==> config.mk <==
export PLATFORM = sky130hd
export DESIGN_NAME = csr_regfile
export DESIGN_NICKNAME = d
export VERILOG_FILES = /design/src/rtl/csr_regfile_pkg.sv /design/src/rtl/csr_regfile_counter64.sv /design/src/rtl/csr_regfile.sv
export SDC_FILE = /design/constraint.sdc
export NUM_CORES = 1
export LEC_CHECK = 0
export BUFFER_PORTS_ARGS = -buffer_cell sky130_fd_sc_hd__buf_2
export CAP_MARGIN = 5
export CELL_PAD_IN_SITES_DETAIL_PLACEMENT = 0
export CELL_PAD_IN_SITES_GLOBAL_PLACEMENT = 2
export CORE_MARGIN = 2
export CORE_UTILIZATION = 34
export DETAILED_ROUTE_END_ITERATION = 8
export PLACE_DENSITY = 0.88
export SETUP_SLACK_MARGIN = 0.02
export SLEW_MARGIN = 30
export SYNTH_ARGS = -nofsm -noshare
export SYNTH_HDL_FRONTEND = slang
export SYNTH_SLANG_ARGS = --single-unit
==> constraint.sdc <==
create_clock -name clk -period 3.6 [get_ports clk]
set_input_delay 0.18 -clock clk [delete_from_list [all_inputs] [get_ports clk]]
set_output_delay 0.18 -clock clk [all_outputs]
set_load 0.03 [all_outputs]
==> src/rtl/csr_regfile_pkg.sv <==
// csr_regfile_pkg
//   Shared definitions for the machine-mode CSR block: data/address widths,
//   CSR address map, mstatus/mip bit positions, interrupt cause codes,
//   the misa default and a decode helper for implemented addresses.
package csr_regfile_pkg;

    localparam int XLEN       = 32;
    localparam int CSR_ADDR_W = 12;

    localparam logic [CSR_ADDR_W-1:0] CSR_MSTATUS   = 12'h300;
    localparam logic [CSR_ADDR_W-1:0] CSR_MISA      = 12'h301;
    localparam logic [CSR_ADDR_W-1:0] CSR_MIE       = 12'h304;
    localparam logic [CSR_ADDR_W-1:0] CSR_MTVEC     = 12'h305;
    localparam logic [CSR_ADDR_W-1:0] CSR_MSCRATCH  = 12'h340;
    localparam logic [CSR_ADDR_W-1:0] CSR_MEPC      = 12'h341;
    localparam logic [CSR_ADDR_W-1:0] CSR_MCAUSE    = 12'h342;
    localparam logic [CSR_ADDR_W-1:0] CSR_MTVAL     = 12'h343;
    localparam logic [CSR_ADDR_W-1:0] CSR_MIP       = 12'h344;
    localparam logic [CSR_ADDR_W-1:0] CSR_MCYCLE    = 12'hB00;
    localparam logic [CSR_ADDR_W-1:0] CSR_MINSTRET  = 12'hB02;
    localparam logic [CSR_ADDR_W-1:0] CSR_MCYCLEH   = 12'hB80;
    localparam logic [CSR_ADDR_W-1:0] CSR_MINSTRETH = 12'hB82;
    localparam logic [CSR_ADDR_W-1:0] CSR_MHARTID   = 12'hF14;

    // mstatus / mip / mie bit positions
    localparam int MSTATUS_MIE  = 3;
    localparam int MSTATUS_MPIE = 7;
    localparam int MIP_MSIP     = 3;
    localparam int MIP_MTIP     = 7;
    localparam int MIP_MEIP     = 11;

    localparam logic [XLEN-1:0] MIE_WMASK    = 32'h0000_0888;
    localparam logic [XLEN-1:0] MISA_DEFAULT = 32'h4000_0100;

    localparam logic [1:0] MTVEC_MODE_DIRECT   = 2'b00;
    localparam logic [1:0] MTVEC_MODE_VECTORED = 2'b01;

    localparam logic [3:0] IRQ_CODE_MSI = 4'd3;
    localparam logic [3:0] IRQ_CODE_MTI = 4'd7;
    localparam logic [3:0] IRQ_CODE_MEI = 4'd11;

    typedef enum logic [1:0] {
        IRQ_NONE,
        IRQ_MEI,
        IRQ_MSI,
        IRQ_MTI
    } irq_sel_e;

    function automatic logic csr_is_implemented(input logic [CSR_ADDR_W-1:0] addr);
        logic hit;
        hit = 1'b0;
        case (addr)
            CSR_MSTATUS, CSR_MISA, CSR_MIE, CSR_MTVEC,
            CSR_MSCRATCH, CSR_MEPC, CSR_MCAUSE, CSR_MTVAL, CSR_MIP,
            CSR_MCYCLE, CSR_MCYCLEH, CSR_MINSTRET, CSR_MINSTRETH,
            CSR_MHARTID: hit = 1'b1;
            default:     hit = 1'b0;
        endcase
        return hit;
    endfunction

    function automatic logic [XLEN-1:0] irq_cause_word(input logic [3:0] code);
        return {1'b1, 27'b0, code};
    endfunction

endpackage

==> src/rtl/csr_regfile_counter64.sv <==
// csr_counter64
//   64-bit free-running counter with an increment enable and independent
//   32-bit writes to the low and high halves. A write to either half takes
//   precedence over the increment for that cycle, so software sees exactly
//   the value it wrote on the following read.
// Ports:
//   clk, rst      clock, synchronous active-high reset
//   inc_en        count up by one this cycle
//   wr_lo, wr_hi  replace low / high 32 bits with wr_data
//   wr_data       write value
//   count         current 64-bit value
module csr_counter64 (
    input  logic        clk,
    input  logic        rst,
    input  logic        inc_en,
    input  logic        wr_lo,
    input  logic        wr_hi,
    input  logic [31:0] wr_data,
    output logic [63:0] count
);

    always_ff @(posedge clk) begin
        if (rst) begin
            count <= 64'd0;
        end else if (wr_lo) begin
            count[31:0] <= wr_data;
        end else if (wr_hi) begin
            count[63:32] <= wr_data;
        end else if (inc_en) begin
            count <= count + 64'd1;
        end
    end

endmodule

==> src/rtl/csr_regfile.sv <==
// csr_regfile
//   Machine-mode CSR storage for the ID/EX stage. Provides a combinational
//   read of op_csr_addr, commits CSR writes at the clock edge, maintains the
//   mcycle/minstret counters, applies trap entry and mret updates, and
//   raises the pending-interrupt request.
// Ports:
//   clk, rst                         clock, synchronous active-high reset
//   op_csr_addr, csr_rd_en/wr_en     CSR access of the current instruction
//   csr_write_data                   final write value
//   dest_csr_data, illegal_csr       combinational read data / access fault
//   instret_inc                      one instruction retired this cycle
//   trap_valid/cause/pc/tval         trap entry this cycle
//   mret                             return from trap this cycle
//   trap_target_pc, mepc_o           handler address, current mepc
//   irq_req, irq_cause               enabled pending interrupt and its cause
//   ext_irq, timer_irq, soft_irq     level interrupt lines
module csr_regfile
    import csr_regfile_pkg::*;
#(
    parameter logic [XLEN-1:0] HART_ID  = '0,
    parameter logic [XLEN-1:0] MISA_VAL = MISA_DEFAULT
) (
    input  logic                  clk,
    input  logic                  rst,
    input  logic [CSR_ADDR_W-1:0] op_csr_addr,
    input  logic                  csr_rd_en,
    input  logic                  csr_wr_en,
    input  logic [XLEN-1:0]       csr_write_data,
    output logic [XLEN-1:0]       dest_csr_data,
    output logic                  illegal_csr,
    input  logic                  instret_inc,
    input  logic                  trap_valid,
    input  logic [XLEN-1:0]       trap_cause,
    input  logic [XLEN-1:0]       trap_pc,
    input  logic [XLEN-1:0]       trap_tval,
    input  logic                  mret,
    output logic [XLEN-1:0]       trap_target_pc,
    output logic [XLEN-1:0]       mepc_o,
    output logic                  irq_req,
    output logic [XLEN-1:0]       irq_cause,
    input  logic                  ext_irq,
    input  logic                  timer_irq,
    input  logic                  soft_irq
);

    logic            mst_mie;
    logic            mst_mpie;
    logic [XLEN-1:0] mie_q;
    logic [XLEN-1:0] mtvec_q;
    logic [XLEN-1:0] mscratch_q;
    logic [XLEN-1:0] mepc_q;
    logic [XLEN-1:0] mcause_q;
    logic [XLEN-1:0] mtval_q;
    logic [63:0]     mcycle_q;
    logic [63:0]     minstret_q;

    logic [XLEN-1:0] mstatus_val;
    logic [XLEN-1:0] mip_val;
    logic [XLEN-1:0] pending;
    logic [XLEN-1:0] tvec_base;
    logic            implemented;
    logic            read_only;
    logic            csr_we;
    irq_sel_e        irq_sel;

    // MPP is hardwired to machine mode (2'b11); only MIE/MPIE are storage.
    assign mstatus_val = {19'b0, 2'b11, 3'b0, mst_mpie, 3'b0, mst_mie, 3'b0};
    assign mip_val     = {20'b0, ext_irq, 3'b0, timer_irq, 3'b0, soft_irq, 3'b0};

    // ---------------------------------------------------------------
    // Access decode
    // ---------------------------------------------------------------
    assign implemented = csr_is_implemented(op_csr_addr);
    assign read_only   = (op_csr_addr[11:10] == 2'b11)
                       | (op_csr_addr == CSR_MISA)
                       | (op_csr_addr == CSR_MIP);
    assign illegal_csr = ((csr_rd_en | csr_wr_en) & ~implemented)
                       | (csr_wr_en & read_only);

    // Trap and mret own the cycle; a coincident CSR write is dropped.
    assign csr_we = csr_wr_en & ~illegal_csr & ~trap_valid & ~mret;

    // ---------------------------------------------------------------
    // Read mux
    // ---------------------------------------------------------------
    always_comb begin
        dest_csr_data = '0;
        case (op_csr_addr)
            CSR_MSTATUS:   dest_csr_data = mstatus_val;
            CSR_MISA:      dest_csr_data = MISA_VAL;
            CSR_MIE:       dest_csr_data = mie_q;
            CSR_MTVEC:     dest_csr_data = mtvec_q;
            CSR_MSCRATCH:  dest_csr_data = mscratch_q;
            CSR_MEPC:      dest_csr_data = mepc_q;
            CSR_MCAUSE:    dest_csr_data = mcause_q;
            CSR_MTVAL:     dest_csr_data = mtval_q;
            CSR_MIP:       dest_csr_data = mip_val;
            CSR_MCYCLE:    dest_csr_data = mcycle_q[31:0];
            CSR_MCYCLEH:   dest_csr_data = mcycle_q[63:32];
            CSR_MINSTRET:  dest_csr_data = minstret_q[31:0];
            CSR_MINSTRETH: dest_csr_data = minstret_q[63:32];
            CSR_MHARTID:   dest_csr_data = HART_ID;
            default:       dest_csr_data = '0;
        endcase
    end

    // ---------------------------------------------------------------
    // State update: reset > trap > mret > CSR write
    // ---------------------------------------------------------------
    always_ff @(posedge clk) begin
        if (rst) begin
            mst_mie    <= 1'b0;
            mst_mpie   <= 1'b0;
            mie_q      <= '0;
            mtvec_q    <= '0;
            mscratch_q <= '0;
            mepc_q     <= '0;
            mcause_q   <= '0;
            mtval_q    <= '0;
        end else if (trap_valid) begin
            mepc_q   <= {trap_pc[XLEN-1:2], 2'b00};
            mcause_q <= trap_cause;
            mtval_q  <= trap_tval;
            mst_mpie <= mst_mie;
            mst_mie  <= 1'b0;
        end else if (mret) begin
            mst_mie  <= mst_mpie;
            mst_mpie <= 1'b1;
        end else if (csr_we) begin
            case (op_csr_addr)
                CSR_MSTATUS: begin
                    mst_mie  <= csr_write_data[MSTATUS_MIE];
                    mst_mpie <= csr_write_data[MSTATUS_MPIE];
                end
                CSR_MIE:      mie_q      <= csr_write_data & MIE_WMASK;
                // Reserved modes 2/3 collapse to direct mode.
                CSR_MTVEC:    mtvec_q    <= {csr_write_data[XLEN-1:2],
                                             (csr_write_data[1:0] == MTVEC_MODE_VECTORED)
                                                 ? MTVEC_MODE_VECTORED : MTVEC_MODE_DIRECT};
                CSR_MSCRATCH: mscratch_q <= csr_write_data;
                CSR_MEPC:     mepc_q     <= {csr_write_data[XLEN-1:2], 2'b00};
                CSR_MCAUSE:   mcause_q   <= csr_write_data;
                CSR_MTVAL:    mtval_q    <= csr_write_data;
                default: ;
            endcase
        end
    end

    // ---------------------------------------------------------------
    // Counters
    // ---------------------------------------------------------------
    csr_counter64 u_mcycle (
        .clk     (clk),
        .rst     (rst),
        .inc_en  (1'b1),
        .wr_lo   (csr_we & (op_csr_addr == CSR_MCYCLE)),
        .wr_hi   (csr_we & (op_csr_addr == CSR_MCYCLEH)),
        .wr_data (csr_write_data),
        .count   (mcycle_q)
    );

    csr_counter64 u_minstret (
        .clk     (clk),
        .rst     (rst),
        .inc_en  (instret_inc),
        .wr_lo   (csr_we & (op_csr_addr == CSR_MINSTRET)),
        .wr_hi   (csr_we & (op_csr_addr == CSR_MINSTRETH)),
        .wr_data (csr_write_data),
        .count   (minstret_q)
    );

    // ---------------------------------------------------------------
    // Trap vector
    // ---------------------------------------------------------------
    assign tvec_base      = {mtvec_q[XLEN-1:2], 2'b00};
    assign trap_target_pc = ((mtvec_q[1:0] == MTVEC_MODE_VECTORED) && trap_cause[XLEN-1])
                          ? tvec_base + {25'b0, trap_cause[4:0], 2'b00}
                          : tvec_base;
    assign mepc_o         = mepc_q;

    // ---------------------------------------------------------------
    // Interrupt request: MEI > MSI > MTI
    // ---------------------------------------------------------------
    assign pending = mip_val & mie_q;
    assign irq_req = mst_mie & (|pending);

    always_comb begin
        irq_sel = IRQ_NONE;
        if (pending[MIP_MEIP])      irq_sel = IRQ_MEI;
        else if (pending[MIP_MSIP]) irq_sel = IRQ_MSI;
        else if (pending[MIP_MTIP]) irq_sel = IRQ_MTI;
    end

    always_comb begin
        irq_cause = '0;
        case (irq_sel)
            IRQ_MEI: irq_cause = irq_cause_word(IRQ_CODE_MEI);
            IRQ_MSI: irq_cause = irq_cause_word(IRQ_CODE_MSI);
            IRQ_MTI: irq_cause = irq_cause_word(IRQ_CODE_MTI);
            default: irq_cause = '0;
        endcase
    end

endmodule
Word-level counts from Yosys, hierarchy flattened
Cells that the tools add are included.
- output and inout bits: 130
- bits in registers: 291
- reductions and logical operators: 24
- $add $sub $neg: 3
- bitwise logic cells: 20
- multiplexer cells: 34
- eq/ne operators: 23
- operator list (cell ; count):
    $mux 32 ; 19
    $pmux 32 s13 ; 1
    $add 64x1->64 const B ; 2
    $eq 12x10->1 const B ; 9
    $pmux 32 s3 ; 1
    $mux 64 ; 1
    $eq 12x12->1 const B ; 5
    $add 32x7->32 ; 1
    $reduce_or 32->1 ; 1
    $reduce_bool 2->1 ; 8
    $reduce_or 14->1 ; 1
    $and 12x12->12 ; 1
    $reduce_and 4->1 ; 3
    $and 1x1->1 ; 10
    $mux 1 ; 9
    $reduce_and 3->1 ; 3
    $reduce_and 2->1 ; 4
    $eq 2x1->1 const B ; 3
    $eq 2x2->1 const B ; 3
    $mux 2 ; 3
    $reduce_bool 3->1 ; 2
    $not 1->1 ; 5
    $ne 2x1->1 const B ; 2
    $or 1x1->1 ; 4
    other kinds (3) ; 3

Logic depth before layout (Yosys ltp)
- depth in word-level cells: 13
- gate-level depth with buffers: 10

Cells and area by module
A second synthesis with hierarchy kept.
- cells, all modules: 2418
- area, all modules: 18982.0 µm²
- modules (own cells, without submodules) (module ; times used ; seq. area each (µm²) ; area an instance (µm²) ; cells an instance):
    csr_regfile ; 1 ; 3243.1 ; 10296.1 ; 1264
    csr_counter64 ; 2 ; 1281.2 ; 4342.9 ; 577

Worst setup path before layout
OpenSTA, ideal clock, no wires.
- path type: register -> output
- start point: reg mtvec_q[0]
- end point: out trap_target_pc[25]
- arrival: 2.466 ns
- stages on the path, launching flop included: 8
- slack: 0.954 ns
- buffers on the path: 1
- cell sequence: dfxtp_1 -> nand2_1 -> or4_1 -> nor2_1 -> and3_1 -> clkbuf_1 -> nand4_1 -> xnor2_1
- cells in the longest elaborated chain, start to end: 3
- ends and longest elaborated chain (item ; RTL line ; RTL):
    start, declared ; csr_regfile.sv:49 ; logic [XLEN-1:0] mtvec_q;
    start signal, assigned ; csr_regfile.sv:137 ; CSR_MTVEC: mtvec_q <= {csr_write_data[XLEN-1:2],
    $eq 2x1->1 ; csr_regfile.sv:176 ; assign trap_target_pc = ((mtvec_q[1:0] == MTVEC_MODE_VECTORED) && trap_cause[XLEN-1])
    $logic_and 1x1->1 ; csr_regfile.sv:176 ;
    $mux 32 ; csr_regfile.sv:177 ; ? tvec_base + {25'b0, trap_cause[4:0], 2'b00}
    end, declared ; csr_regfile.sv:37 ; output logic [XLEN-1:0] trap_target_pc,
Every way passes these cells.

Worst setup path in the final report
- start point: reg mtvec_q[2]
- end point: out trap_target_pc[30]
- cells in the longest elaborated chain, start to end: 2
- ends and longest elaborated chain (item ; RTL line):
    $add 32x7->32 ; csr_regfile.sv:177
    $mux 32 ; csr_regfile.sv:177
Every way passes these cells.

==> results.yml <==
final_layout:
  synthToLayoutAreaGrowth_pct: 22.12
  instances_no_fill: 3230
  drive_above_1_share_pct: 18.37
  nNetsFinal: 2681
  nFillCells: 5193
clock_network:
  cts_resized: 0
  clock-sinks: 290
  cts_buffer_depth: 3
  clk_latency_ns: 0.57
  ctsHtreeMaxLevel: 2
  cts_hold_buf: 102
  cts_buffers: 36
  clk_pin_slew_worst_paths_ns: 0.06
  post-cts-setup-buffer-count: 0
  root_buffer: "clkbuf_16"
  cts_tree: "built"
floorplanning:
  die_area_mm2: 0.05437
  die_w_um: 233.2
  start_util_pct: 34.60
  die_y_um: 233.2
  core_mm2: 0.05161
  row_count: 83
  ios: 280
sta:
  timing.fmax_mhz: 299.0
  tightest_slew_ns: 1.086
  finalHoldViolCount: 0
  slew_violations: 0
  slew_headroom_pct: 27.60
  rsz0062_at_grt: "false"
  finalSetupViolations: 0
  period_needed_ns: 3.345
  tns_ns: 0
  fin_skew_ns: 0.03604
  finalCritPeriodShare_pct: 92.90
synthesis:
  syn_inst: 2283
  avgSynthCellArea_um2: 7.822
  seq_area_frac_synth_pct: 32.51
  ys_async_sr_fraction_pct: 0
  synth-edff-count: 0
  yosys_warnings: 0
  synth_area_mm2: 0.01786
  ys_ff_latch: 290
  ys.flop_type: "dfxtp_1"
  yosysUniqueCellTypes: 84
route:
  drt-wirelength-per-cell_um: 24.49
  wl_um: 79100
  via_per_inst: 6.048
  met2_length_um: 35870
  drt_first_pass_iters: 9
  drtAntennaViolNets: 0
  dr_total_vias: 19534
  drc: 0
  routed-wl-met3_um: 6975
  m1WireLength_um: 33400
  drt_first_iter_violations: 2007
  top_layer: "met5"
critical_path:
  cp-start-kind: "flop"
  worstPathArrival_ns: 3.16
  path_class: "flop to output pin"
  end_kind: "output pin"
  crit_required_ns: 3.42
  worst-path-max-fanout: 12
grt:
  grt_pass1_wl_um: 117200
  antenna_found_initial: 7
  grt_overflow_total: 0
  grt_start_max_net_pins: 185
  grt_pass1_vias: 18437
  grt_use_total_pct: 28.25
job:
  maxCapViolations: 0
power:
  powerDensity_mw_per_mm2: 359.9
  combPwrFrac_pct: 10.1
  seq_power_share_pct: 42.6
  p_leak_nw: 8.101
  p_sw_share_pct: 26.44
  power_switching_mw: 2.075
  power.internal_mw: 5.774
  power_mw: 7.849
  peakVddDrop_v: 0.0002529
  power_frac_clock_pct: 47.3
place:
  place.gp.congestion: 0.8994
  port_buffers: 246
  hpwl_um: 55210
  place_inst: 3063
outcome:
  run_status: "finished clean"
worst_hold_path:
  min_path_type: "input port to flop"
sequential cells by signal, indices dropped and copies added (netlist names), 3 cells and up:
name	flops
u_minstret.count	64
mepc_o	30
mie_q	3
mtval_q	32
mcause_q	32
u_mcycle.count	64
mtvec_q	31
mscratch_q	32
worst max-delay path, stage by stage (launching register included):
cell and delay [ns]:
dfxtp_1 0.38, ha_1 0.20, inv_1 0.06, fa_1 0.40, nor2b_1 0.13, o21ai_0 0.09, nand2b_1 0.13, a21o_1 0.54
nand3_1 0.17, xnor2_1 0.25, buf_2 0.24
cells in the final DEF, fill, tap and decap left out, types with 64 or more instances in the layout:
cell type	instances
dfxtp_1	290
nand2_1	284
buf_2	244
nor2_1	170
a21oi_1	130
nand3_1	105
nor3_1	102
dlygate4sd3_1	102
o21ai_0	73
mux2_2	69
nor2b_1	67
nand4_1	64
synthesized netlist by cell type (52+ instances only):
cell | count | area (um2)
nor2_1 | 173 | 649.4
nor2b_1 | 67 | 419.2
a21oi_1 | 130 | 650.6
nand4_1 | 64 | 400.4
nor3_1 | 104 | 520.5
a222oi_1 | 52 | 520.5
mux2i_1 | 52 | 520.5
nand3_1 | 105 | 525.5
a2111oi_0 | 61 | 534.3
dfxtp_1 | 290 | 5806
o21ai_0 | 74 | 370.4
mux2_2 | 69 | 777.0
clkbuf_1 | 174 | 653.1
nand2_1 | 284 | 1066
area by class of cell:
class | count | area [um2] | area share [%]
Antenna cell | 3 | 7.507 | 0.03442
Inverter | 22 | 82.58 | 0.3787
Timing Repair Buffer | 411 | 2803 | 12.85
Tap cell | 680 | 850.8 | 3.901
Clock buffer | 55 | 1072 | 4.917
Clock inverter | 7 | 102.6 | 0.4705
Multi-Input combinational cell | 1762 | 11080 | 50.83
Sequential cell | 290 | 5806 | 26.62
final timing paths:
| kind | start | to | cells after the start | slack [ns] |
|---|---|---|---|---|
| max | mtvec_q[2] | trap_target_pc[30] | 10 | 0.26 |
| min | csr_write_data[13] | mscratch_q[13] | 3 | 0.03 |
| max reg2reg | u_mcycle.count[0] | u_mcycle.count[38] | 8 | 0.35 |
| min reg2reg | mscratch_q[16] | mscratch_q[16] | 2 | 0.45 |
cells by family (layout without fill, tap and decap cells):
family | count (synthesis) | in the layout | synth area share [%]
xor gates and xnor gates | 65 | 65 | 3.188
AOI/OAI and AO/OA | 535 | 535 | 21.26
and+or+nand+nor | 992 | 992 | 28.18
adders and majority gates | 8 | 8 | 0.6025
muxes | 131 | 131 | 7.896
buffers and inverters | 261 | 495 | 6.348
DFF | 290 | 290 | 32.51
other | 1 | 34 | 0.02100
per-layer routing:
layer / track usage [%] / up-vias
li1: - / 8954
met1: 38.16 / 9452
met2: 44.57 / 962
met3: 4.956 / 164
met4: 11.09 / 2
met5: 0 / -
power by group through the flow:
stage	Combinational (mW)	Sequential, mW	Clock (mW)
after detailed placement	0.686	3.42	0
final	0.790	3.35	3.71
after global placement	0.677	3.41	0
after global routing	0.835	3.35	3.89
after floorplan	0.400	3.44	0
after CTS	0.776	3.35	3.76
stage by stage:
step                setup slack, ns  utilization [%]  hold WS, ns  instance area, um2
floorplan                    0.9540                -       0.3130               17970
global placement             0.5116            37.98       0.4129               19610
global route                 0.1009            42.25      0.01483               21810
finish                       0.2554            42.25      0.03037               21810
CTS                          0.2624            42.24    0.0007776               21800
detailed placement           0.4500            37.98       0.4193               19610
Power figures use the tool's default switching activity.
